### src/rtl/cpu_csr_unit.sv
// CSR read-modify-write sequencer: IDLE -> READ -> WRITE -> DONE, fixed 3-cycle latency.
// Optional build macro CPU_CSR_RO_CHECK_EN makes writes to addr[11:10]==2'b11 illegal.
module cpu_csr_unit (
  input  logic        clk,
  input  logic        rst,
  input  logic        start,
  input  logic [2:0]  funct3,
  input  logic [11:0] addr,
  input  logic [31:0] rs1_val,
  input  logic        rs1_is_x0,
  input  logic [4:0]  uimm,
  output logic        busy,
  output logic        done,
  output logic        illegal,
  output logic [31:0] rd_val,
  output logic        retire,
  output logic [11:0] csr_addr,
  output logic [31:0] csr_wdata,
  output logic        csr_wr,
  input  logic [31:0] csr_rdata
);

  typedef enum logic [1:0] {
    S_IDLE  = 2'd0,
    S_READ  = 2'd1,
    S_WRITE = 2'd2,
    S_DONE  = 2'd3
  } state_t;

  state_t      state_q, state_d;
  logic [1:0]  op_q, op_d;
  logic [11:0] addr_q, addr_d;
  logic [31:0] src_q, src_d;
  logic        src_zero_q, src_zero_d;
  logic [31:0] old_q, old_d;
  logic [31:0] rd_val_q, rd_val_d;

  logic        need_write;
  logic        ro_violation;
  logic        op_illegal;

  // funct3[2] only selects the source at latch time, so just the op bits are kept.
  always_comb begin
    need_write = (op_q == 2'b01) || !src_zero_q;
`ifdef CPU_CSR_RO_CHECK_EN
    ro_violation = need_write && (addr_q[11:10] == 2'b11);
`else
    ro_violation = 1'b0;
`endif
    op_illegal = (op_q == 2'b00) || ro_violation;
  end

  always_comb begin
    state_d    = state_q;
    op_d       = op_q;
    addr_d     = addr_q;
    src_d      = src_q;
    src_zero_d = src_zero_q;
    old_d      = old_q;
    rd_val_d   = rd_val_q;
    case (state_q)
      S_IDLE: begin
        if (start) begin
          state_d    = S_READ;
          op_d       = funct3[1:0];
          addr_d     = addr;
          src_d      = funct3[2] ? {27'd0, uimm} : rs1_val;
          src_zero_d = funct3[2] ? (uimm == 5'd0) : rs1_is_x0;
        end
      end
      S_READ: begin
        state_d = S_WRITE;
        old_d   = csr_rdata;
      end
      S_WRITE: begin
        state_d  = S_DONE;
        rd_val_d = old_q;
      end
      default: state_d = S_IDLE;
    endcase
  end

  always_comb begin
    case (op_q)
      2'b10:   csr_wdata = old_q | src_q;
      2'b11:   csr_wdata = old_q & ~src_q;
      default: csr_wdata = src_q;
    endcase
  end

  assign busy     = (state_q != S_IDLE);
  assign done     = (state_q == S_DONE);
  assign illegal  = done && op_illegal;
  assign retire   = done && !op_illegal;
  assign csr_wr   = (state_q == S_WRITE) && !op_illegal && need_write;
  assign csr_addr = addr_q;
  assign rd_val   = rd_val_q;

  always_ff @(posedge clk) begin
    if (rst) begin
      state_q    <= S_IDLE;
      op_q       <= 2'b00;
      addr_q     <= 12'd0;
      src_q      <= 32'd0;
      src_zero_q <= 1'b0;
      old_q      <= 32'd0;
      rd_val_q   <= 32'd0;
    end else begin
      state_q    <= state_d;
      op_q       <= op_d;
      addr_q     <= addr_d;
      src_q      <= src_d;
      src_zero_q <= src_zero_d;
      old_q      <= old_d;
      rd_val_q   <= rd_val_d;
    end
  end

endmodule

### config.mk
export PLATFORM = sky130hd
export DESIGN_NAME = cpu_csr_unit
export DESIGN_NICKNAME = d
export VERILOG_FILES = /design/src/rtl/cpu_csr_unit.sv
export SDC_FILE = /design/constraint.sdc
export NUM_CORES = 1
export LEC_CHECK = 0
export ABC_AREA = 1
export BUFFER_PORTS_ARGS = -buffer_cell sky130_fd_sc_hd__clkbuf_2
export CAP_MARGIN = 0
export CORE_MARGIN = 5
export CORE_UTILIZATION = 30
export DETAILED_ROUTE_END_ITERATION = 8
export HOLD_SLACK_MARGIN = 0.15
export SLEW_MARGIN = 20
export SYNTH_ARGS = -nofsm -noshare
export SYNTH_HDL_FRONTEND = slang
export SYNTH_SLANG_ARGS = --single-unit
### constraint.sdc
create_clock -name clk -period 1.55 [get_ports clk]
set_input_delay 0.0775 -clock clk [delete_from_list [all_inputs] [get_ports clk]]
set_output_delay 0.0775 -clock clk [all_outputs]
set_load 0.05 [all_outputs]
==> qor.csv <==
stage,metric,value,unit
timing,period_share,99.8,%
worst_setup_path,reg2reg_to,src_q[2],
floorplan,core_area,14600,µm²
placed_design,dpl-instance-area,5650,µm²
placed_design,pre_cts_slack,43.1,ps
grt,grt_pass1_vias,5017,
timing,timing.fmax,0.647,GHz
floorplan,start_util,30.8,%
power,p_switching,6.71,mW
timing,worst_slew_pin_slew,366,ps
yosys,ys_seq_area_share,50.1,%
hold_path,min_to,old_q[24],
layout,syn2layout_area_growth,70.3,%
timing,hold_viol_final,0,
grt,grt_pass1_wl,26.3,mm
cts,insertion_delay,410,ps
grt,grt_usage,18.7,%
layout,layout_commonest_cell,nor2_1,
worst_setup_path,reg2reg_slack,130,ps
grt,antenna_found_initial,2,
cts,clk_path_buf_depth,2,
route,drt_iter0_markers,247,
power,clkPwrFrac,25.0,%
power,max-vdd-ir-drop,0.860,mV
worst_setup_path,required,1470,ps
yosys,synth_area_per_cell,7.43,µm²
yosys,netlist_area,4520,µm²
timing,whs,434,ps
power,seq_power_share,30.0,%
worst_setup_path,reg2reg_depth,7,
hold_path,hold_start,csr_rdata[24],
route,viasPerCell,4.74,
floorplan,dieWidth,133,µm
worst_setup_path,rr_startpoint,state_q[1],
timing,relSlewSlack,75.6,%
power,p_per_area,1970,nW/µm²
cts,cts-buffers-inserted,17,
power,power,15.2,mW
floorplan,num_rows,44,
layout,nets,965,
worst_setup_path,critPathCaptureType,output port,
floorplan,dieArea,17600,µm²
timing,slew_violations,0,
route,wl_per_cell,15.8,µm
route,drc,0,
power,power.leakage,3.48,nW
timing,final-setup-viol-count,0,
cts,cts.htree.levels,4,
placed_design,numPortBuffers,168,
cts,clkTransAtPathRegs,50,ps
timing,finClkSkew,4.38,ps
grt,overflow,0,
power,p_comb_share,45.1,%
hold_path,hold_depth,4,
floorplan,die_h,133,µm
timing,setup_slack,3.27,ps
layout,drive_gt1_share,30.7,%
yosys,ys_seq_elements,113,
placed_design,hpwlAfterDp,10.7,mm
worst_setup_path,cp.arrival,1470,ps
floorplan,io_pins,169,
power,switching_share,44.3,%
yosys,synth_top_area_cell,dfxtp_1,
yosys,synth_nets,700,
route,drtPass1Iterations,4,
yosys,netlist.area_leader.share,50.1,%
run,cap_violations,0,
worst_setup_path,cp_max_fo,8,
route,vias,5069,
timing,period_needed,1550,ps
worst_setup_path,crit_type,reg -> out,
timing,rsz0062_at_grt,yes,
cts,cts_tree,done,
layout,stdcell_area,7690,µm²
cts,clock-sinks,113,
yosys,yosys-top-cells-area,"dfxtp_1 50%, nor2_1 14%, a21oi_1 9.8%",
route,drtAntennaViolNets,0,
hold_path,hp-class,in -> reg,
route,totalWireLength,17.0,mm
yosys,ys_warn_count,0,
power,intPower,8.45,mW
yosys,syn_inst,608,
grt,grt_start_max_net_pins,47,
placed_design,gp_congestion,0.814,
status,outcome,completed,
cts,ctsRootBufferMaster,clkbuf_16,
worst_setup_path,cp-start-kind,flop,
layout,final_cell_mix,"163 x nor2_1, 132 x clkbuf_2, 109 x dfxtp_1, 92 x dlygate4sd3_1, 80 x o21ai_0",
timing,setup_tns,0,ps
yosys,synth_cell_types,19,
-- cell usage after synthesis --
cell type	n
nor2_1	164
dfxtp_1	113
a21oi_1	88
o21ai_0	84
nand2_1	46
nand3_1	37
inv_1	20
buf_2	19
clkbuf_1	15
buf_6	7
ha_1	4
inv_2	2
nor3_1	2
o21ai_1	2
a211oi_1	1
buf_4	1
clkinv_4	1
nand2_2	1
nor2_2	1
-- flip-flops by register name, indices dropped and copies added, names as in the netlist --
signal and cells:
src_zero_q 1, old_q 32, src_q 32, rd_val 32, csr_addr 12, op_q 2
state_q 2
-- area by class of cell --
type	count	area, µm²
fill	1343	6950
sequential	113	2270
clock inverter	6	80.1
timing repair buffer	288	2350
multi-input combinational	430	2150
tap	184	230
clock buffer	24	492
inverter	23	106
antenna	2	5.00
-- per-layer routing --
metal / share of wire (%) / track usage (%) / wire length (µm) / vias up
met5: 0 / 0 / 0 / -
met4: 2.2 / 7.51 / 368 / 0
met3: 5.0 / 4.67 / 848 / 29
met2: 48 / 30.7 / 8090 / 152
met1: 45 / 23.7 / 7650 / 2340
li1: - / - / - / 2548
-- critical path, cell delays in order (launching register included) --
cell and delay (ps):
dfxtp_4 380, nand2_4 80, inv_6 60, clkbuf_16 190, a21oi_4 180, buf_8 170
-- power groups by stage --
stage / Combinational, mW / Sequential [mW] / Clock [mW]
floorplan: 3.07 / 5.75 / 0
global placement: 5.97 / 4.51 / 0
detailed placement: 5.99 / 4.52 / 0
CTS: 6.45 / 4.49 / 3.85
global route: 7.36 / 4.66 / 3.98
finish: 6.83 / 4.54 / 3.79
-- per-stage QoR --
stage	util [%]	instances
floorplan	-	608
global placement	38.6	939
detailed placement	38.6	939
CTS	50.3	1061
global route	52.5	1070
finish	52.5	1070
-- cells by family after synthesis --
logic type | count (synthesis) | synth area share [%]
AO/OA/AOI/OAI | 175 | 19.5
AND/OR/NAND/NOR | 251 | 22.1
adder cells (fa/ha/maj) | 4 | 1.11
buffers and inverters | 65 | 7.29
flip-flops | 113 | 50.1
-- timing repair --
item	CTS	global route
gates resized for setup	70	77
hold buffers	92	0
gates cloned	0	3
endpoints found under the setup margin	35	60
pin swaps	1	10
buffers inserted	0	4
endpoints found under the hold margin	82	0
-- worst max-delay path by stage --
| stage | startpoint | endpoint |
|---|---|---|
| floorplan | op_q[1] | csr_wdata[2] |
| global placement | state_q[0] | src_q[11] |
| detailed placement | state_q[0] | src_q[24] |
| CTS | op_q[1] | csr_wr |
| global route | op_q[1] | csr_wdata[31] |
| finish | op_q[1] | csr_wdata[31] |
Power figures use the tool's default switching activity.
